File: config.mk
export PLATFORM = sky130hd
export DESIGN_NAME = top_k_sorter
export DESIGN_NICKNAME = d
export VERILOG_FILES = /design/src/rtl/top_k_sorter.sv
export SDC_FILE = /design/constraint.sdc
export NUM_CORES = 1
export LEC_CHECK = 0
export CORE_MARGIN = 2
export CORE_UTILIZATION = 55
export CTS_CLUSTER_SIZE = 20
export DETAILED_ROUTE_END_ITERATION = 10
export GPL_TIMING_DRIVEN = 0
export HOLD_SLACK_MARGIN = 0.12
export PLACE_DENSITY = 0.84
export SLEW_MARGIN = 20
export SYNTH_ARGS = -nofsm -noshare
export SYNTH_HDL_FRONTEND = slang
export SYNTH_SLANG_ARGS = --single-unit
File: constraint.sdc
create_clock -name i_clk -period 6.1 [get_ports i_clk]
set_clock_uncertainty 0.2 [all_clocks]
set_input_delay 1.22 -clock i_clk [delete_from_list [all_inputs] [get_ports i_clk]]
set_output_delay 1.22 -clock i_clk [all_outputs]
set_load 0.05 [all_outputs]
File: src/rtl/top_k_sorter.sv
// top_k_sorter: streaming top-K nearest-neighbour selector.
// Keeps a distance-sorted list of the K best candidates seen for the current
// query. The list has one update per accepted candidate. When the query ends,
// the list is presented with a one-cycle done pulse.
// Entry layout (knn_entry_t, packed): {dist[DIST_W-1:0], id[ID_W-1:0]}.
// Distances are compared as unsigned values.
// Optional feature macro: TOPK_REJECT_CNT_EN adds o_reject_cnt, a per-query
// count of candidates that could not enter a full list.

// One list slot. A slot keeps its entry when the slot's distance is <= the
// candidate's distance. Otherwise it takes either the candidate (when the slot
// above it kept its entry) or the entry of the slot above (a shift down).
module top_k_slot #(
    parameter int DIST_W = 16,
    parameter int ID_W   = 16
) (
    input  logic                   i_clk,
    input  logic                   i_rst,
    input  logic                   i_clr,
    input  logic                   i_upd,
    input  logic [DIST_W+ID_W-1:0] i_cand,
    input  logic                   i_prev_ge,
    input  logic [DIST_W+ID_W-1:0] i_prev_entry,
    input  logic                   i_prev_valid,
    output logic                   o_ge,
    output logic [DIST_W+ID_W-1:0] o_entry,
    output logic                   o_valid
);
    localparam int EW = DIST_W + ID_W;

    logic [EW-1:0] r_entry;
    logic          r_valid;

    // Slot stays ahead of the candidate: it is occupied and not farther away (stable on ties)
    assign o_ge    = r_valid && (r_entry[EW-1:ID_W] <= i_cand[EW-1:ID_W]);
    assign o_entry = r_entry;
    assign o_valid = r_valid;

    // Slot register: clear on start, otherwise insert or shift when the slot does not hold its place
    always_ff @(posedge i_clk or negedge i_rst) begin
        if (!i_rst) begin
            r_entry <= '0;
            r_valid <= 1'b0;
        end else if (i_clr) begin
            r_entry <= '0;
            r_valid <= 1'b0;
        end else if (i_upd && !o_ge) begin
            if (i_prev_ge) begin
                r_entry <= i_cand;
                r_valid <= 1'b1;
            end else begin
                r_entry <= i_prev_entry;
                r_valid <= i_prev_valid;
            end
        end
    end
endmodule

module top_k_sorter #(
    parameter int K      = 8,
    parameter int DIST_W = 16,
    parameter int ID_W   = 16,
    localparam int EW    = DIST_W + ID_W
) (
    input  logic                 i_clk,
    input  logic                 i_rst,
    input  logic                 i_start,
    input  logic                 i_cand_valid,
    output logic                 o_cand_ready,
    input  logic                 i_cand_last,
    input  logic [EW-1:0]        i_cand_entry,
    output logic [K-1:0][EW-1:0] o_top_k_entry,
    output logic [K-1:0]         o_top_k_valid,
    output logic                 o_top_k_done,
    output logic                 o_busy
`ifdef TOPK_REJECT_CNT_EN
    ,
    output logic [15:0]          o_reject_cnt
`endif
);
    typedef enum logic [1:0] {S_IDLE, S_COLLECT, S_DONE} state_t;

    state_t r_state, w_next;
    logic   w_accept;

    // Slot chains. Index 0 is a virtual slot above the list: it always "keeps",
    // so a candidate better than every occupied slot lands in slot 0.
    logic [K:0]         w_ge;
    logic [K:0][EW-1:0] w_entry;
    logic [K:0]         w_valid;

    assign w_ge[0]    = 1'b1;
    assign w_entry[0] = '0;
    assign w_valid[0] = 1'b0;

    assign w_accept = (r_state == S_COLLECT) && !i_start && i_cand_valid;

    genvar g;
    for (g = 0; g < K; g++) begin : g_slot
        top_k_slot #(.DIST_W(DIST_W), .ID_W(ID_W)) u_slot (
            .i_clk        (i_clk),
            .i_rst        (i_rst),
            .i_clr        (i_start),
            .i_upd        (w_accept),
            .i_cand       (i_cand_entry),
            .i_prev_ge    (w_ge[g]),
            .i_prev_entry (w_entry[g]),
            .i_prev_valid (w_valid[g]),
            .o_ge         (w_ge[g+1]),
            .o_entry      (w_entry[g+1]),
            .o_valid      (w_valid[g+1])
        );
        assign o_top_k_entry[g] = w_entry[g+1];
    end

    assign o_top_k_valid = w_valid[K:1];

    // State register
    always_ff @(posedge i_clk or negedge i_rst) begin
        if (!i_rst) r_state <= S_IDLE;
        else        r_state <= w_next;
    end

    // Next state and status outputs; start restarts collection from any state
    always_comb begin
        w_next       = r_state;
        o_cand_ready = 1'b0;
        o_busy       = 1'b0;
        o_top_k_done = 1'b0;
        case (r_state)
            S_IDLE: begin
                if (i_start) w_next = S_COLLECT;
            end
            S_COLLECT: begin
                o_busy       = 1'b1;
                o_cand_ready = !i_start;
                if (i_start)                       w_next = S_COLLECT;
                else if (w_accept && i_cand_last)  w_next = S_DONE;
            end
            S_DONE: begin
                o_top_k_done = 1'b1;
                w_next       = i_start ? S_COLLECT : S_IDLE;
            end
            default: w_next = S_IDLE;
        endcase
    end

`ifdef TOPK_REJECT_CNT_EN
    logic [15:0] r_reject_cnt;

    // A candidate is rejected when every slot (the list is full) keeps its place
    always_ff @(posedge i_clk or negedge i_rst) begin
        if (!i_rst)
            r_reject_cnt <= '0;
        else if (i_start)
            r_reject_cnt <= '0;
        else if (w_accept && w_ge[K] && (r_reject_cnt != 16'hFFFF))
            r_reject_cnt <= r_reject_cnt + 16'd1;
    end

    assign o_reject_cnt = r_reject_cnt;
`endif
endmodule

==> out/qor.yml, run 1 <==
status: "complete, no violations"
hold_violations: 0
gr-total-overflow: 0
maxCapViolations: 0
p_leak_nw: 9.499
die_h_um: 176.2
grt.total_usage_pct: 36.48
slowest_stage: "clkdlybuf4s50_1"
cts_hold_buf: 0
wl_per_cell_um: 24.34
hold_end: "r_state[0]"
hold_path.class: "flip-flop to flip-flop"
path_cells: "clkdlybuf4s50_1 -> inv_1 -> ha_1 -> nand4_1 -> nor4_1 -> nand4_1 -> a31oi_1 -> clkbuf_1 -> a221o_1"
maxSlewViolCount: 0
path_clk_slew_ps: 60
min_from: "r_state[1]"
drc_errors: 0
cts_resized: 0
io_pins: 304
fmax_ghz: 0.2061
clk_path_buf_depth: 3
start_util_pct: 55.50
worst-r2r-cell-count: 7
synth-edff-count: 0
hold_depth: 1
diodes: 0
grt_pass1_vias: 14912
grt_pass1_wl_mm: 86.75
cts_tree: "yes"
timing.rr.end: "g_slot[5].u_slot.o_entry[26]"
avgSynthCellArea_um2: 9.998
setup_viol: 0
core_area_mm2: 0.02940
tightest_slew_ps: 853.8
synth_cell_type_count: 55
r2r_start: "g_slot[5].u_slot.o_entry[31]"
fin_crit_ps: 4853
dp_hpwl_mm: 45.66
syn_area_mm2: 0.01632
drt-initial-drc-count: 1622
final.setup.tns_ps: 0
std_cell_rows: 63
dr.pass1.iters: 6
via_count: 15329
cp-end-kind: "flip-flop"
antenna_found_initial: 0
syn_inst: 1632
cp_common_cell: "nand4_1"
powerDensity_mw_per_mm2: 237.3
critPathMaxFanout: 10
via_per_inst: 6.443
htree_levels: 1
layout-drive-gt1-share_pct: 5.430
slowest_delay_ps: 750
r2r_setup_slack_ps: 2680
grt_max_degree: 94
rsz0062_at_grt: "no"
synth_nets: 1797
die-area_mm2: 0.03106
start_kind: "input port"
cts_setup_buffers: 0
nNetsFinal: 2133
ys.flop_type: "dfrtp_1"
path_buf_inv: 3
arrival_ps: 5150
slew_headroom_pct: 43.08
synth-seq-cells: 266
final_common_cell: "clkdlybuf4s50_1"
cp.required_ps: 6400
cts_buffers: 29
cts_num_sinks: 266
ys_async_sr_fraction_pct: 100.0
wl_mm: 57.90
numPortBuffers: 303
die_w_um: 176.2
clk_latency_ps: 580
final_cell_mix: "302 x clkdlybuf4s50_1, 266 x dfrtp_1, 144 x mux2i_1"
ir_worst_vdd_v: 0.0001845
utilization_pct: 70.95
period_share_pct: 79.55
postRouteAntennaNets: 0
cts_root_buffer: "clkbuf_16"
area_delta_synth_final_pct: 27.85
yosys_warnings: 0
synth-seq-area-share_pct: 40.79
crit_type: "input port to flip-flop"
critPathTopFamily: "buffers and inverters"
gp_congestion: 0.9626
cell usage after synthesis (12+ instances only):
| cell | number | area (um2) |
|---|---|---|
| a211o_1 | 13 | 113.9 |
| nor3_1 | 65 | 325.3 |
| mux2_1 | 18 | 202.7 |
| nor2b_1 | 89 | 556.8 |
| inv_1 | 32 | 120.1 |
| nor2_1 | 12 | 45.04 |
| a221o_1 | 86 | 860.8 |
| nand3_1 | 49 | 245.2 |
| nand3b_1 | 31 | 232.7 |
| clkbuf_1 | 87 | 326.6 |
| o21ai_0 | 42 | 210.2 |
| and4_1 | 12 | 105.1 |
| dfrtp_1 | 266 | 6656 |
| nand2b_1 | 87 | 544.3 |
| o21ai_1 | 42 | 210.2 |
| ha_1 | 128 | 1602 |
| buf_2 | 32 | 160.2 |
| nand2_1 | 70 | 262.8 |
| mux2i_1 | 144 | 1441 |
| nor4_1 | 38 | 237.7 |
| a31oi_1 | 67 | 419.2 |
| a21oi_1 | 117 | 585.6 |
| nand4_1 | 17 | 106.4 |
state kept, by name, indices dropped and copies added (netlist names):
register / count
r_state: 2
g_slot.u_slot.o_valid: 8
g_slot.u_slot.o_entry: 256
how the worst max path moves through the flow:
stage	startpoint	endpoint	slack [ps]	cells past startpoint
2_1_floorplan	i_start	g_slot[7].u_slot.o_entry[10]	2360	7
3_3_place_gp	i_rst	g_slot[0].u_slot.o_entry[26]	-7660	1
3_5_place_dp	i_cand_entry[23]	g_slot[5].u_slot.o_entry[28]	790	11
4_1_cts	i_cand_entry[23]	g_slot[5].u_slot.o_entry[28]	1350	11
5_1_grt	i_cand_entry[29]	g_slot[5].u_slot.o_entry[26]	1090	9
6_report	i_cand_entry[29]	g_slot[5].u_slot.o_entry[26]	1250	9
report_power, final:
group	internal [mW]	switching (mW)	total [mW]
clock network	1.05	0.747	1.79
registers	1.86	0.110	1.97
logic	0.404	0.782	1.19
stage by stage:
| stage | hold slack [ps] | instances | worst slack, ps | total power, mW | area, um2 |
|---|---|---|---|---|---|
| floorplan | 269.7 | 1632 | 2358 | 2.707 | 16320 |
| global placement | 299.1 | 2325 | -7664 | 3.136 | 19840 |
| detailed placement | 307.0 | 2327 | 788.8 | 3.169 | 19900 |
| CTS | 316.4 | 2379 | 1354 | 4.935 | 20860 |
| global route | 338.8 | 2379 | 1092 | 5.101 | 20860 |
| finish | 319.2 | 2379 | 1247 | 4.951 | 20860 |
cell type report:
cell class,count,area (um2)
clock inverter,8,111.4
fill,2267,8541
timing repair buffer,305,3093
buffer,140,666.9
multi-input combinational,1194,8874
clock buffer,44,852.1
sequential,266,6656
inverter,32,120.1
tap,390,488.0
cells by family after synthesis:
| kind of cell | share of synthesized area (%) |
|---|---|
| AND/OR/NAND/NOR | 17.28 |
| flip-flops | 40.79 |
| adder cells (fa/ha/maj) | 9.815 |
| multiplexers | 10.08 |
| buffers and inverters | 4.823 |
| AO/OA/AOI/OAI | 17.22 |
metal layers:
layer	vias to the layer above	wire length, um	track usage [%]
met5	-	0	0
met4	0	2601	15.67
met3	162	5615	5.728
met2	900	26540	58.19
met1	7450	23140	49.66
li1	6817	-	-
(Power assumes the default switching activity.)
==> run 2: changes to the inputs <==
- CORE_UTILIZATION: 55 -> 48
- PLACE_DENSITY: 0.84 -> 0.77
- clock period: 6.1 -> 4.3 ns (I/O delays scaled with it)
==> run 2 against run 1 <==
Effect of this change:
- die area grew 14%
- wire length grew 2.1%
- setup slack lost 1200 ps
- sequential share of layout area shrank 0.68 points
- via count shrank 1.3%
- register-to-register slack lost 1700 ps
- cell area grew 2.2%
- count of clock-buffer cells in the layout shrank 1
- largest cell class unchanged
- highest routed layer unchanged
==> out/qor.yml, run 2 (synthesized netlist as in run 1, its figures left out) <==
status: "complete, no violations"
p_leak_nw: 9.717
grt_pass1_vias: 15034
antenna_found_initial: 0
final_cell_mix: "295 x clkdlybuf4s50_1, 266 x dfrtp_1, 144 x mux2i_1"
grt.total_usage_pct: 32.59
nNetsFinal: 2151
critPathMaxFanout: 10
wl_mm: 59.13
wl_per_cell_um: 24.06
powerDensity_mw_per_mm2: 342.5
design_area_mm2: 0.02131
crit_type: "input port to flip-flop"
numPortBuffers: 303
maxSlewViolCount: 0
post_dp_cell_area_mm2: 0.02000
setup_viol: 0
p_sw_share_pct: 32.24
drt-initial-drc-count: 1362
via_count: 15128
clk_path_buf_depth: 3
io_pins: 304
period_share_pct: 98.03
gp_congestion: 0.9767
postRouteAntennaNets: 0
area_delta_synth_final_pct: 30.63
core_area_mm2: 0.03353
fmax_ghz: 0.2372
cts_root_buffer: "clkbuf_16"
die_w_um: 188.4
slew_headroom_pct: 41.68
gr-total-overflow: 0
timing.rr.end: "g_slot[4].u_slot.o_entry[0]"
cts_tree: "yes"
final_common_cell: "clkdlybuf4s50_1"
die-area_mm2: 0.03549
largest_reg_flops: 256
std_cell_rows: 67
final.setup.tns_ps: 0
cp-end-kind: "flip-flop"
place_inst: 2386
r2r_start: "g_slot[4].u_slot.o_entry[31]"
power.share.clock_pct: 38.4
dr.pass1.iters: 7
ir_worst_vdd_v: 0.0003747
fin_crit_ps: 4215
grt_max_degree: 98
tightest_slew_ps: 874.9
worst-r2r-cell-count: 9
whs_ps: 336.7
clk_latency_ps: 570
layout-drive-gt1-share_pct: 7.811
hold_path.class: "flip-flop to flip-flop"
crit_start: "i_cand_entry[23]"
cts_num_sinks: 266
hold_violations: 0
dp_hpwl_mm: 46.64
r2r_setup_slack_ps: 960
diodes: 0
cts_buffers: 30
endpoint: "g_slot[5].u_slot.o_entry[4]"
rsz0062_at_grt: "no"
die_h_um: 188.4
cp.required_ps: 4540
maxCapViolations: 0
seq_power_share_pct: 38.3
drc_errors: 0
fin_cells: 2458
p_int_mw: 4.947
path_clk_slew_ps: 60
via_per_inst: 6.155
p_switching_mw: 2.354
start_util_pct: 48.66
arrival_ps: 4450
min_from: "r_state[1]"
start_kind: "input port"
htree_levels: 1
comb_power_share_pct: 23.3
grt_pass1_wl_mm: 89.36
run 2: cell types whose count changed in the layout (fill, tap and decap cells not counted), sizes merged, moves of 2 or more:
| cell | before | now |
|---|---|---|
| buf | 56 | 72 |
| clkinvlp | 1 | 9 |
| inv | 33 | 25 |
| clkdlybuf4s50 | 302 | 295 |
| dlymetal6s2s | 0 | 7 |
| clkinv | 4 | 7 |
| bufinv | 2 | 4 |
run 2: timing repair:
action / in CTS / in global routing
buffers inserted: 4 / 11
endpoints found under the setup margin: 23 / 194
pin swaps: 1 / 0
endpoints found under the hold margin: 3 / 0
hold buffers: 1 / 0
resized for setup: 4 / 35
run 2: worst min path at each step:
stage | to | slack [ps] | cells past startpoint
5_1_grt | g_slot[1].u_slot.o_entry[15] | 360 | 1
3_5_place_dp | r_state[0] | 320 | 1
6_report | r_state[0] | 340 | 1
2_1_floorplan | r_state[0] | 270 | 1
4_1_cts | r_state[0] | 340 | 1
3_3_place_gp | r_state[0] | 300 | 1
run 2: final cells by class:
type / count / area, um2
clock inverters: 13 / 171.4
well taps: 448 / 560.5
inverters: 32 / 150.1
repair buffers: 322 / 3261
clock buffers: 43 / 920.9
fillers: 2724 / 12220
plain buffers: 140 / 678.2
multi-input cells: 1194 / 8916
flip-flops and latches: 266 / 6656
run 2: per-stage QoR:
| stage | total power [mW] | util [%] | worst slack (ps) |
|---|---|---|---|
| final | 7.300 | 63.56 | 84.73 |
| after global placement | 4.458 | 59.38 | -9199 |
| after CTS | 7.274 | 63.05 | 7.217 |
| after floorplan | 3.841 | - | 918.3 |
| after detailed placement | 4.500 | 59.64 | -639.9 |
| after global routing | 7.540 | 63.56 | 3.124 |
run 2: power groups by stage:
stage	Clock, mW	Sequential [mW]	Combinational (mW)
floorplan	0	3.26	0.585
global placement	0	2.83	1.63
detailed placement	0	2.83	1.67
CTS	2.81	2.79	1.68
global route	2.93	2.81	1.81
finish	2.81	2.79	1.70
run 2: worst max-delay path, stage by stage:
cell and delay, ps:
clkdlybuf4s50_1 730, inv_1 380, ha_1 410, a21oi_1 150, o21a_1 170, o221ai_1 250
a211oi_2 440, buf_2 320, clkbuf_2 340, nor4_1 100, a221o_1 280
run 2: per-layer routing:
metal / track usage [%] / part of all wire (%) / routed length, um
met1: 43.29 / 42 / 24680
met2: 54.07 / 47 / 28010
met3: 4.731 / 7.2 / 4234
met4: 12.50 / 3.7 / 2201
met5: 0 / 0 / 0
